[src/rtl/contador_crescente_tempo_pkg.sv]
// Shared types and constants for the elapsed-time mm:ss up-counter.
// Latency: none (types, constants and pure functions only).
// Backpressure: none.
package contador_crescente_tempo_pkg;

  // Control FSM encoding
  typedef enum logic [1:0] {
    ST_IDLE  = 2'd0,
    ST_RUN   = 2'd1,
    ST_PAUSE = 2'd2,
    ST_DONE  = 2'd3
  } state_t;

  // Highest value of each BCD digit
  localparam logic [3:0] BCD_MAX_UNI     = 4'd9;
  localparam logic [3:0] BCD_MAX_DEZ_SEG = 4'd5;

  // Four BCD digits of a mm:ss value, most significant first
  typedef struct packed {
    logic [3:0] dez_min;
    logic [3:0] uni_min;
    logic [3:0] dez_seg;
    logic [3:0] uni_seg;
  } tempo_t;

  // Largest representable time; the counter never wraps past this
  localparam tempo_t TEMPO_SAT  = '{dez_min: 4'd9, uni_min: 4'd9,
                                    dez_seg: 4'd5, uni_seg: 4'd9};
  localparam tempo_t TEMPO_ZERO = '0;

  // Value the digit chain will hold after one enabled increment.
  // Used to detect the limit on the same edge the digits move.
  function automatic tempo_t tempo_incr(input tempo_t t);
    tempo_t r;
    r = t;
    if (t.uni_seg == BCD_MAX_UNI) begin
      r.uni_seg = 4'd0;
      if (t.dez_seg == BCD_MAX_DEZ_SEG) begin
        r.dez_seg = 4'd0;
        if (t.uni_min == BCD_MAX_UNI) begin
          r.uni_min = 4'd0;
          r.dez_min = (t.dez_min == BCD_MAX_UNI) ? 4'd0 : t.dez_min + 4'd1;
        end else begin
          r.uni_min = t.uni_min + 4'd1;
        end
      end else begin
        r.dez_seg = t.dez_seg + 4'd1;
      end
    end else begin
      r.uni_seg = t.uni_seg + 4'd1;
    end
    return r;
  endfunction

endpackage

[src/rtl/contador_BCD_crescente.sv]
// One BCD up-counting digit that wraps MAX -> 0 and reports a carry.
// Latency: digit updates on the enabling clock edge; carry is combinational.
// Backpressure: none; en advances the digit unconditionally.
module contador_BCD_crescente #(
  parameter logic [3:0] MAX = 4'd9
) (
  input  logic       clk,
  input  logic       reset,
  input  logic       clr,
  input  logic       en,
  output logic [3:0] bcd,
  output logic       carry
);

  // Carry feeds the enable of the next digit up in the same cycle
  assign carry = en & (bcd == MAX);

  // Digit register: clear beats increment
  always_ff @(posedge clk) begin
    if (reset) begin
      bcd <= 4'd0;
    end else if (clr) begin
      bcd <= 4'd0;
    end else if (en) begin
      bcd <= (bcd == MAX) ? 4'd0 : bcd + 4'd1;
    end
  end

endmodule

[src/rtl/contador_crescente_tempo.sv]
// Elapsed-time mm:ss BCD up-counter with latched limit; macro TICK_EXTERNO_EN swaps the prescaler for tick_in.
// Latency: digits, running and done all move on the edge that samples the tick; start/stop act in 1 cycle.
// Backpressure: none; start/stop are single-cycle pulses, clear is a level.
module contador_crescente_tempo
  import contador_crescente_tempo_pkg::*;
#(
  parameter int CLK_FREQ_HZ = 50_000_000
) (
  input  logic       clk,
  input  logic       reset,
  input  logic       start,
  input  logic       stop,
  input  logic       clear,
`ifdef TICK_EXTERNO_EN
  input  logic       tick_in,
`endif
  input  logic [3:0] lim_dez_min,
  input  logic [3:0] lim_uni_min,
  input  logic [3:0] lim_dez_seg,
  input  logic [3:0] lim_uni_seg,
  output logic [3:0] uni_segundos,
  output logic [3:0] dez_segundos,
  output logic [3:0] uni_minutos,
  output logic [3:0] dez_minutos,
  output logic       running,
  output logic       done,
  output logic       done_pulse
);

  state_t state_q;
  state_t state_n;
  tempo_t lim_q;
  tempo_t cnt;
  tempo_t cnt_inc;

  logic   tick;
  logic   latch_lim;
  logic   clr_cnt;
  logic   presc_clr;
  logic   presc_run;
  logic   count_en;
  logic   lim_zero;
  logic   sat;
  logic   done_pulse_q;

  logic   c_us;
  logic   c_ds;
  logic   c_um;
  logic   c_dm_unused;

`ifdef TICK_EXTERNO_EN
  // Shared 1 Hz source drives the count directly; prescaler controls go nowhere
  logic unused_presc;
  assign unused_presc = presc_clr | presc_run;
  assign tick         = tick_in;
`else
  localparam int             PW         = (CLK_FREQ_HZ > 2) ? $clog2(CLK_FREQ_HZ) : 1;
  localparam logic [PW-1:0]  PRESC_LAST = PW'(CLK_FREQ_HZ - 1);

  logic [PW-1:0] presc_q;

  // Prescaler: counts 0..CLK_FREQ_HZ-1 only while running, holds while paused
  always_ff @(posedge clk) begin
    if (reset) begin
      presc_q <= '0;
    end else if (presc_clr) begin
      presc_q <= '0;
    end else if (presc_run) begin
      presc_q <= (presc_q == PRESC_LAST) ? '0 : presc_q + 1'b1;
    end
  end

  assign tick = (presc_q == PRESC_LAST);
`endif

  // Current count gathered from the digit chain
  assign cnt.uni_seg = uni_segundos;
  assign cnt.dez_seg = dez_segundos;
  assign cnt.uni_min = uni_minutos;
  assign cnt.dez_min = dez_minutos;

  assign cnt_inc  = tempo_incr(cnt);
  assign lim_zero = (lim_q == TEMPO_ZERO);
  assign sat      = (cnt == TEMPO_SAT);

  // Next state and per-cycle controls; priority clear > stop > start > tick
  always_comb begin
    state_n   = state_q;
    latch_lim = 1'b0;
    clr_cnt   = 1'b0;
    presc_clr = 1'b0;
    presc_run = 1'b0;
    count_en  = 1'b0;
    if (clear) begin
      state_n   = ST_IDLE;
      clr_cnt   = 1'b1;
      presc_clr = 1'b1;
    end else begin
      case (state_q)
        ST_IDLE, ST_DONE: begin
          // stop alongside start cancels it here
          if (start && !stop) begin
            state_n   = ST_RUN;
            latch_lim = 1'b1;
            clr_cnt   = 1'b1;
            presc_clr = 1'b1;
          end
        end
        ST_RUN: begin
          if (stop) begin
            state_n = ST_PAUSE;
          end else if (lim_zero) begin
            // A zero limit is met before any time elapses
            state_n = ST_DONE;
          end else begin
            presc_run = 1'b1;
            if (tick) begin
              if (sat) begin
                // 99:59 is held rather than wrapping to 00:00
                state_n = ST_DONE;
              end else begin
                count_en = 1'b1;
                if (cnt_inc == lim_q) begin
                  state_n = ST_DONE;
                end
              end
            end
          end
        end
        ST_PAUSE: begin
          if (start && !stop) begin
            state_n = ST_RUN;
          end
        end
        default: begin
          state_n = ST_IDLE;
        end
      endcase
    end
  end

  // State register and the done entry pulse
  always_ff @(posedge clk) begin
    if (reset) begin
      state_q      <= ST_IDLE;
      done_pulse_q <= 1'b0;
    end else begin
      state_q      <= state_n;
      done_pulse_q <= (state_n == ST_DONE) && (state_q != ST_DONE);
    end
  end

  // Limit is captured only when a fresh run begins
  always_ff @(posedge clk) begin
    if (reset) begin
      lim_q <= TEMPO_ZERO;
    end else if (latch_lim) begin
      lim_q.dez_min <= lim_dez_min;
      lim_q.uni_min <= lim_uni_min;
      lim_q.dez_seg <= lim_dez_seg;
      lim_q.uni_seg <= lim_uni_seg;
    end
  end

  assign running    = (state_q == ST_RUN);
  assign done       = (state_q == ST_DONE);
  assign done_pulse = done_pulse_q;

  // Ripple-enable digit chain: each digit steps when the one below wraps
  contador_BCD_crescente #(.MAX(BCD_MAX_UNI)) u_uni_seg (
    .clk   (clk),
    .reset (reset),
    .clr   (clr_cnt),
    .en    (count_en),
    .bcd   (uni_segundos),
    .carry (c_us)
  );

  contador_BCD_crescente #(.MAX(BCD_MAX_DEZ_SEG)) u_dez_seg (
    .clk   (clk),
    .reset (reset),
    .clr   (clr_cnt),
    .en    (c_us),
    .bcd   (dez_segundos),
    .carry (c_ds)
  );

  contador_BCD_crescente #(.MAX(BCD_MAX_UNI)) u_uni_min (
    .clk   (clk),
    .reset (reset),
    .clr   (clr_cnt),
    .en    (c_ds),
    .bcd   (uni_minutos),
    .carry (c_um)
  );

  contador_BCD_crescente #(.MAX(BCD_MAX_UNI)) u_dez_min (
    .clk   (clk),
    .reset (reset),
    .clr   (clr_cnt),
    .en    (c_um),
    .bcd   (dez_minutos),
    .carry (c_dm_unused)
  );

endmodule

[config.mk]
export PLATFORM = sky130hd
export DESIGN_NAME = contador_crescente_tempo
export DESIGN_NICKNAME = d
export VERILOG_FILES = /design/src/rtl/contador_crescente_tempo_pkg.sv /design/src/rtl/contador_BCD_crescente.sv /design/src/rtl/contador_crescente_tempo.sv
export SDC_FILE = /design/constraint.sdc
export NUM_CORES = 1
export LEC_CHECK = 0
export ABC_AREA = 1
export CAP_MARGIN = 0
export CELL_PAD_IN_SITES_DETAIL_PLACEMENT = 0
export CELL_PAD_IN_SITES_GLOBAL_PLACEMENT = 2
export CORE_UTILIZATION = 33
export CTS_BUF_LIST = sky130_fd_sc_hd__clkbuf_4 sky130_fd_sc_hd__clkbuf_8 sky130_fd_sc_hd__clkbuf_16
export DETAILED_ROUTE_END_ITERATION = 8
export PLACE_DENSITY_LB_ADDON = 0.1
export SETUP_SLACK_MARGIN = 0.5
export SLEW_MARGIN = 25
export SYNTH_ARGS = -nofsm -noshare
export SYNTH_HDL_FRONTEND = slang
export SYNTH_SLANG_ARGS = --single-unit
[constraint.sdc]
create_clock -name clk -period 5.51 [get_ports clk]
set_clock_uncertainty 0.05 [all_clocks]
set_input_delay 0.551 -clock clk [delete_from_list [all_inputs] [get_ports clk]]
set_output_delay 0.551 -clock clk [all_outputs]
set_load 0.005 [all_outputs]
==> results.py, run 1 <==
metrics = {
    "run_status": {
        "status": "finished clean",
    },
    "cts": {
        "cts_tree": "yes",
        "clkSinkCount": 61,
        "postCtsSetupRepairBufs": 0,
        "clock_path_buffers": 2,
        "cts_buffers": 9,
        "clk_pin_slew_ns": 0.07,
        "clkLatencyLatePin_ns": 0.34,
        "root_buffer": "clkbuf_8",
        "htreeDepth": 3,
        "holdBufCountCts": 0,
        "cts_resized": 0,
    },
    "worst_hold_path": {
        "min_to": "presc_q[22]",
        "holdPathStages": 1,
        "hp-class": "flop to flop",
        "hold_start": "presc_q[22]",
    },
    "route": {
        "drc": 0,
        "highest_layer": "met4",
        "wl_met2_mm": 4.221,
        "dr.first_iter.drc_count": 253,
        "first_pass_iters": 5,
        "drtAntennaViolNets": 0,
        "drt-met1-wl_mm": 5.540,
        "routedWlPerCell_um": 13.97,
        "vias_per_cell": 4.995,
        "drt-total-wl_mm": 10.27,
        "route.met3.wl_um": 431,
        "vias": 3671,
    },
    "sta": {
        "hold_ws_ns": 0.4004,
        "setup_ws_ns": 2.318,
        "timing.final.crit_share_pct": 57.94,
        "drv_slew": 0,
        "tns_ns": 0,
        "hold_viol": 0,
        "rsz0062_at_grt": "false",
        "setup_viol": 0,
        "tightest_slew_ns": 0.9492,
        "fmax_mhz": 313.2,
        "slew-limit-headroom_pct": 36.65,
        "fin_crit_ns": 3.192,
    },
    "setup_path": {
        "r2r-start": "lim_q[4]",
        "regToRegSetupSlack_ns": 2.32,
        "slowest_delay_ns": 0.69,
        "crit_slowest_cell": "nor2_1",
        "worstSetupPathType": "flop to flop",
        "crit_required_ns": 5.74,
        "worstPathArrival_ns": 3.42,
        "r2r_cells": 10,
        "r2r_end": "presc_q[18]",
        "start_kind": "flop",
        "path_max_fanout": 18,
        "cp-startpoint": "lim_q[4]",
        "cp_common_cell": "nor2_1",
        "cp-end-kind": "flop",
        "path_cells": "inv_1, nand4_1, nor3_1, nand2_1, nand4_2, nor2_1, nor2_1, clkinv_1, a21oi_1, o21a_1",
    },
    "final_layout": {
        "drive_above_1_share_pct": 6.678,
        "fillers": 1174,
        "layout_commonest_cell": "nand2_1",
        "multi_input_area_sq_mm": 0.002088,
        "regArea_sq_mm": 0.001221,
        "area_delta_synth_final_pct": 21.07,
        "layout.nets": 624,
        "layout_common_cells": "nand2_1, inv_1, dfxtp_1, nor2_1, a21oi_1",
        "finalInstanceArea_sq_mm": 0.004378,
        "antenna_cells": 0,
    },
    "pwr": {
        "p_leak_nw": 1.657,
        "total_power_uw": 989.1,
        "powerDensity_mw_per_mm2": 225.9,
        "irDropWorstVdd_mv": 0.1122,
    },
    "yosys": {
        "synth_seq_area_share_pct": 33.77,
        "synthCells": 551,
        "yosysTopAreaCell": "dfxtp_1",
        "yosys_warnings": 0,
        "synth_nets": 581,
        "ys_types": 42,
        "syn-cell-area_sq_mm": 0.003616,
        "synth_area_leaders": "dfxtp_1, nand2_1, inv_1",
        "synth.top_cell.area_share_pct": 33.77,
        "ys_seq_elements": 61,
        "avgSynthCellArea_sq_um": 6.563,
    },
    "floorplanning": {
        "die_h_um": 106.7,
        "fp-row-count": 37,
        "die_x_um": 106.7,
        "boundaryPins": 40,
        "coreArea_sq_mm": 0.01046,
        "initial_utilization_pct": 34.56,
        "die-area_sq_mm": 0.01138,
    },
    "global_route": {
        "grt_pass1_wl_mm": 16.92,
        "overflow": 0,
        "grt_pass1_vias": 3351,
        "grt.total_usage_pct": 18.92,
        "grt_max_degree": 33,
        "antenna_found_initial": 0,
    },
    "place": {
        "place_ws_ns": 2.083,
        "io_buffers": 39,
        "place.gp.congestion": 0.7686,
        "dpl-instance-area_sq_mm": 0.004149,
        "dpl.hpwl_mm": 7.757,
    },
    "job": {
        "cap_viol_max_count": 0,
    },
}
## stage by stage
stage                     instances  utilization [%]
after floorplan                 551                -
after global placement          719            39.66
after detailed placement        719            39.66
after CTS                       735            41.84
after global routing            735            41.84
final                           735            41.84
## state kept, by name, summed over array words and instances (netlist names)
signal	flops
lim_q	16
u_uni_min.bcd	4
u_dez_seg.bcd	4
done_pulse	1
u_uni_seg.bcd	4
state_q	2
u_dez_min.bcd	4
presc_q	26
## kinds of logic (layout without fill, tap and decap cells)
| kind of cell | after synthesis | after routing | synth area share (%) |
|---|---|---|---|
| buf+inv | 81 | 129 | 8.477 |
| flops | 61 | 61 | 33.77 |
| xor+xnor | 5 | 5 | 1.211 |
| fa+ha+maj | 9 | 9 | 3.114 |
| compound gates | 107 | 107 | 16.19 |
| simple gates | 288 | 288 | 37.23 |
## critical path, delay by kind of cell (launching register included)
kind,cells,cell delay [ns]
flip-flops,1,0.32
buffers and inverters,2,0.63
AO/OA/AOI/OAI,2,0.39
AND/OR/NAND/NOR,6,1.76
## layer usage
layer	global-route usage, %	vias up
met5	0	-
met4	4.697	0
met3	3.343	7
met2	27.47	76
met1	28.52	1658
li1	-	1930
## report_power, final
part / internal, mW / switching [mW] / leakage, nW / total (mW)
logic: 0.0295 / 0.0408 / 1.04 / 0.0703
registers: 0.448 / 0.00403 / 0.493 / 0.452
clock network: 0.283 / 0.184 / 0.120 / 0.467
## layout make-up
| cell class | instances | share of cell area [%] |
|---|---|---|
| Clock buffer | 12 | 3.630 |
| Clock inverter | 4 | 1.600 |
| Sequential cell | 61 | 27.89 |
| Inverter | 74 | 6.373 |
| Multi-Input combinational cell | 409 | 47.70 |
| Tap cell | 136 | 3.887 |
| Timing Repair Buffer | 39 | 8.917 |
## worst max-delay path by stage
stage                        to  slack (ns)  cells past startpoint
floorplan            done_pulse        3.50                     19
global placement    presc_q[17]        2.15                     10
detailed placement  presc_q[18]        2.08                     10
CTS                 presc_q[18]        2.32                     10
global route        presc_q[18]        1.89                     10
finish              presc_q[18]        2.32                     10
## synthesized netlist by cell type, drive strengths merged
| cell | count |
|---|---|
| o21ai | 41 |
| o211ai | 3 |
| xor2 | 4 |
| nor4 | 9 |
| nand3b | 2 |
| o21bai | 1 |
| and3 | 2 |
| dfxtp | 61 |
| o21a | 2 |
| a211oi | 5 |
| nor2 | 58 |
| nor3 | 15 |
| clkinv | 2 |
| clkbuf | 6 |
| a31oi | 4 |
| buf | 1 |
| or2 | 1 |
| a2bb2oi | 1 |
| nor3b | 2 |
| nand3 | 44 |
| inv | 72 |
| nand2 | 138 |
| o31ai | 2 |
| xnor2 | 1 |
| o21ba | 1 |
| a21oi | 47 |
| ha | 9 |
| nand4 | 17 |
Note: power is estimated with default switching activity, not from simulation.
==> inputs of run 2 (changes only) <==
CORE_UTILIZATION = 31   (was 33)
clock period = 2.96 ns   (was 5.51 ns; I/O delays follow)
==> results.py, run 2 (synthesized netlist as in run 1, its figures left out) <==
metrics = {
    "floorplanning": {
        "fp-row-count": 39,
        "boundaryPins": 40,
        "die-area_sq_mm": 0.01210,
        "die_x_um": 110,
        "coreArea_sq_mm": 0.01137,
        "die_h_um": 110,
        "initial_utilization_pct": 31.80,
    },
    "sta": {
        "timing.final.crit_share_pct": 75.53,
        "tightest_slew_ns": 0.5273,
        "fmax_mhz": 447.3,
        "slew-limit-headroom_pct": 64.81,
        "setup_viol": 0,
        "setup_ws_ns": 0.7243,
        "rsz0062_at_grt": "false",
        "tns_ns": 0,
        "hold_viol": 0,
        "fin_crit_ns": 2.236,
        "hold_ws_ns": 0.4037,
        "drv_slew": 0,
    },
    "pwr": {
        "powerDensity_mw_per_mm2": 461.2,
        "p_leak_nw": 1.767,
        "irDropWorstVdd_mv": 0.2932,
    },
    "place": {
        "io_buffers": 39,
        "dpl.hpwl_mm": 8.118,
        "dp.cells": 734,
        "dpl-instance-area_sq_mm": 0.004218,
        "place_ws_ns": 0.3317,
        "place.gp.congestion": 0.7889,
    },
    "final_layout": {
        "fillers": 1260,
        "layout_commonest_cell": "nand2_1",
        "largest_register_ffs": 26,
        "largest-register": "presc_q",
        "final_cells": 756,
        "regArea_sq_mm": 0.001231,
        "layout_common_cells": "nand2_1, inv_1, dfxtp_1, nor2_1, a21oi_1",
        "layout.nets": 638,
        "finalInstanceArea_sq_mm": 0.004682,
        "top_regs": "presc_q x26, lim_q x16",
        "drive_above_1_share_pct": 12.07,
        "multi_input_area_sq_mm": 0.002163,
        "area_delta_synth_final_pct": 29.48,
        "antenna_cells": 0,
    },
    "setup_path": {
        "worstPathArrival_ns": 2.47,
        "crit_required_ns": 3.20,
        "worstSetupPathType": "flop to flop",
        "path_max_fanout": 18,
        "cp-end-kind": "flop",
        "crit_family": "simple AND/OR/NAND/NOR gates",
        "path_cells": "ha_1, nand4_4, nor2_2, nand3_1, nor3_2, nand2_1, a21oi_1, o21a_1",
        "crit_slowest_cell": "dfxtp_1",
        "start_kind": "flop",
        "path_buf_inv": 0,
        "slowest_delay_ns": 0.39,
        "regToRegSetupSlack_ns": 0.72,
    },
    "cts": {
        "cts_tree": "yes",
        "clock_path_buffers": 2,
        "cts_buffers": 9,
        "clk_pin_slew_ns": 0.05,
        "clkSinkCount": 61,
        "clkLatencyLatePin_ns": 0.34,
        "htreeDepth": 3,
        "holdBufCountCts": 0,
        "root_buffer": "clkbuf_16",
    },
    "global_route": {
        "grt.total_usage_pct": 19.34,
        "overflow": 0,
        "antenna_found_initial": 0,
        "grt_max_degree": 19,
        "grt_pass1_wl_mm": 17.37,
        "grt_pass1_vias": 3400,
    },
    "worst_hold_path": {
        "hp-class": "flop to flop",
    },
    "route": {
        "vias_per_cell": 4.917,
        "first_pass_iters": 5,
        "drtAntennaViolNets": 0,
        "vias": 3717,
        "drt-total-wl_mm": 10.69,
        "dr.first_iter.drc_count": 235,
        "routedWlPerCell_um": 14.14,
        "drc": 0,
    },
    "job": {
        "cap_viol_max_count": 0,
    },
    "run_status": {
        "status": "finished clean",
    },
}
## run 2: final cells by class
type | instances | area share (%)
inverter | 74 | 6.040
multi-input combinational | 409 | 46.21
timing repair buffer | 53 | 10.58
clock buffer | 12 | 5.559
clock inverter | 4 | 1.497
tap | 143 | 3.821
sequential | 61 | 26.30
## run 2: worst paths after layout
| check | startpoint | cells after the start | end |
|---|---|---|---|
| min reg2reg | presc_q[22] | 1 | presc_q[22] |
| min | presc_q[22] | 1 | presc_q[22] |
| max | state_q[0] | 8 | presc_q[17] |
| max reg2reg | state_q[0] | 8 | presc_q[17] |
## run 2: through the flow
stage / utilization, % / total power, mW
finish: 41.18 / 2.159
global route: 41.18 / 2.249
CTS: 40.15 / 2.185
detailed placement: 37.10 / 0.9990
global placement: 37.10 / 0.9985
floorplan: - / 0.9350
## run 2: layer usage
metal | share of wire (%) | GRT usage [%]
met5 | 0 | 0
met4 | 1.1 | 6.286
met3 | 4.3 | 4.644
met2 | 41 | 26.43
met1 | 54 | 29.11
## run 2: timing repair
| action | 4_1_cts | 5_1_grt |
|---|---|---|
| pin swaps | 0 | 7 |
| setup buffers | 0 | 6 |
| resized for setup | 3 | 25 |
| setup endpoints to repair | 4 | 24 |
| gates cloned | 0 | 0 |
## run 2: power breakdown
| part | internal (mW) | switching (mW) |
|---|---|---|
| clock network | 0.789 | 0.388 |
| registers | 0.835 | 0.00723 |
| logic | 0.0600 | 0.0800 |
==> inputs of run 3 (changes only) <==
CORE_UTILIZATION = 28   (was 31)
clock period = 1.99 ns   (was 2.96 ns; I/O delays follow)
==> results.py, run 3 (synthesized netlist as in run 1, its figures left out) <==
metrics = {
    "global_route": {
        "overflow": 0,
        "grt.total_usage_pct": 20.21,
        "grt_pass1_vias": 4299,
        "antenna_found_initial": 0,
        "grt_max_degree": 33,
        "grt_pass1_wl_mm": 20.70,
    },
    "setup_path": {
        "path_cells": "inv_4, ha_4, nand2_4, nor2_4, nand3_4, buf_4, buf_4, buf_6, nor2_4, inv_2, buf_4, nand2_1, nand2_2, buf_6, nand2_4, nand4_1, nor2_2",
        "slowest_delay_ns": 0.35,
        "cp-endpoint": "done_pulse",
        "start_kind": "flop",
        "r2r-start": "u_uni_min.bcd[1]",
        "cp-end-kind": "flop",
        "path_buf_inv": 7,
        "path_max_fanout": 5,
        "crit_slowest_cell": "dfxtp_4",
        "r2r_cells": 17,
        "cp-startpoint": "u_uni_min.bcd[1]",
        "cp_common_cell": "buf_4",
        "r2r_end": "done_pulse",
        "worstPathArrival_ns": 2.48,
        "cp.depth": 17,
        "crit_required_ns": 2.21,
        "regToRegSetupSlack_ns": -0.27,
        "worstSetupPathType": "flop to flop",
        "crit_family": "simple AND/OR/NAND/NOR gates",
    },
    "pwr": {
        "p_int_mw": 2.372,
        "pwr-share-clk_pct": 49.0,
        "p_sw_share_pct": 24.22,
        "combPwrFrac_pct": 11.2,
        "powerDensity_mw_per_mm2": 483.8,
        "irDropWorstVdd_mv": 0.4800,
        "p_sw_uw": 758.4,
        "total_power_mw": 3.131,
        "p_leak_nw": 2.742,
        "seq_power_share_pct": 39.7,
    },
    "sta": {
        "tightest_slew_ns": 0.5187,
        "rsz0062_at_grt": "true",
        "setup_viol": 29,
        "fmax_mhz": 442.7,
        "timing.final.crit_share_pct": 113.5,
        "hold_viol": 0,
        "slew-limit-headroom_pct": 65.10,
        "fin_crit_ns": 2.259,
        "drv_slew": 0,
        "setup_ws_ns": -0.2688,
        "tns_ns": -1.902,
    },
    "final_layout": {
        "layout_common_cells": "buf_4, nand2_1, inv_1, nand3_1, a21oi_1",
        "drive_above_1_share_pct": 45.70,
        "area_delta_synth_final_pct": 78.96,
        "layout.nets": 780,
        "largest_register_ffs": 26,
        "largest-register": "presc_q",
        "top_regs": "presc_q x26, lim_q x16",
        "layout_commonest_cell": "buf_4",
        "antenna_cells": 0,
    },
    "place": {
        "place.gp.congestion": 0.8091,
        "io_buffers": 39,
        "dpl.hpwl_mm": 9.297,
    },
    "run_status": {
        "status": "finished, violations left",
        "violations": "design-rule violations, negative setup slack",
    },
    "cts": {
        "htreeDepth": 3,
        "root_buffer": "clkbuf_16",
        "clkLatencyLatePin_ns": 0.34,
        "clk_pin_slew_ns": 0.06,
        "cts_tree": "yes",
        "clkSinkCount": 61,
        "cts_buffers": 9,
        "clock_path_buffers": 2,
        "holdBufCountCts": 0,
    },
    "route": {
        "drtAntennaViolNets": 0,
        "drt-met1-wl_mm": 5.579,
        "route.met3.wl_um": 332,
        "highest_layer": "met4",
        "drc": 2,
        "vias_per_cell": 4.689,
        "routedWlPerCell_um": 14.08,
        "wl_met2_mm": 6.835,
        "first_pass_iters": 6,
        "dr.first_iter.drc_count": 178,
        "drt-total-wl_mm": 13.05,
        "vias": 4347,
    },
    "floorplanning": {
        "coreArea_sq_mm": 0.01262,
        "die-area_sq_mm": 0.01337,
        "fp-row-count": 41,
        "boundaryPins": 40,
        "initial_utilization_pct": 28.65,
        "die_x_um": 115.6,
        "die_h_um": 115.6,
    },
    "worst_hold_path": {
        "hp-class": "flop to flop",
    },
    "job": {
        "cap_viol_max_count": 0,
    },
}
[run 3: cell types whose count changed in the layout (fill, tap and decap cells not counted), moves of 12 or more]
cell,previous run,this run
nand2_2,7,26
clkdlybuf4s50_1,39,26
nor2_1,47,30
buf_4,14,132
dfxtp_1,53,34
o21ai_2,0,13
inv_2,4,16
o21ai_0,39,10
buf_6,0,15
nand2_1,130,104
o21ai_1,2,17
inv_1,69,52
[run 3: worst min-delay path by stage]
stage | startpoint | slack [ns] | depth (start not counted) | to
2_1_floorplan | reset | 0.22 | 1 | state_q[0]
3_3_place_gp | presc_q[25] | 0.40 | 2 | presc_q[25]
3_5_place_dp | presc_q[25] | 0.41 | 2 | presc_q[25]
4_1_cts | presc_q[25] | 0.41 | 2 | presc_q[25]
5_1_grt | lim_dez_min[0] | 0.44 | 3 | lim_q[12]
6_report | presc_q[25] | 0.41 | 2 | presc_q[25]
[run 3: what timing repair did]
item                                    CTS  global route
endpoints found under the setup margin   66            70
buffers inserted                         29            15
pin swaps                                28            29
resized for setup                       109            82
cloned                                    1             2
hold endpoints to repair                  0             0
[run 3: worst register-to-register path, stage by stage, from the launching register on]
cell	delay, ns
dfxtp_4	0.35
inv_4	0.06
ha_4	0.13
nand2_4	0.05
nor2_4	0.20
nand3_4	0.16
buf_4	0.18
buf_4	0.12
buf_6	0.11
nor2_4	0.08
inv_2	0.06
buf_4	0.12
nand2_1	0.06
nand2_2	0.06
buf_6	0.12
nand2_4	0.05
nand4_1	0.10
nor2_2	0.13
[run 3: final cells by class]
cell class | count | area [sq um]
Sequential cell | 61 | 1277
Clock inverter | 1 | 5.005
Timing Repair Buffer | 194 | 1707
Fill cell | 1280 | 6148
Clock buffer | 15 | 282.8
Multi-Input combinational cell | 409 | 2659
Tap cell | 172 | 215.2
Timing Repair inverter | 1 | 16.27
Inverter | 74 | 309.0
[run 3: metal layers]
layer	global-route usage [%]	vias up
li1	-	2252
met3	3.766	22
met5	0	-
met1	23.10	2018
met2	37.29	55
met4	7.436	0
[run 3: power groups by stage]
stage / Combinational, mW / Sequential, mW / Clock [mW]
global route: 0.382 / 1.24 / 1.62
CTS: 0.303 / 1.25 / 1.57
global placement: 0.266 / 1.28 / 0
finish: 0.352 / 1.24 / 1.53
floorplan: 0.128 / 1.27 / 0
detailed placement: 0.266 / 1.28 / 0
[run 3: per-stage QoR]
step | area, sq um | util [%] | setup slack (ns) | hold WS, ns | instances
5_1_grt | 6471 | 51.28 | -0.3972 | 0.4389 | 927
3_3_place_gp | 5236 | 41.49 | -0.2776 | 0.4031 | 864
4_1_cts | 6058 | 48.01 | -0.1603 | 0.4134 | 910
2_1_floorplan | 3835 | - | 0.1381 | 0.2214 | 551
3_5_place_dp | 5236 | 41.49 | -0.2513 | 0.4094 | 864
6_report | 6471 | 51.28 | -0.2688 | 0.4128 | 927
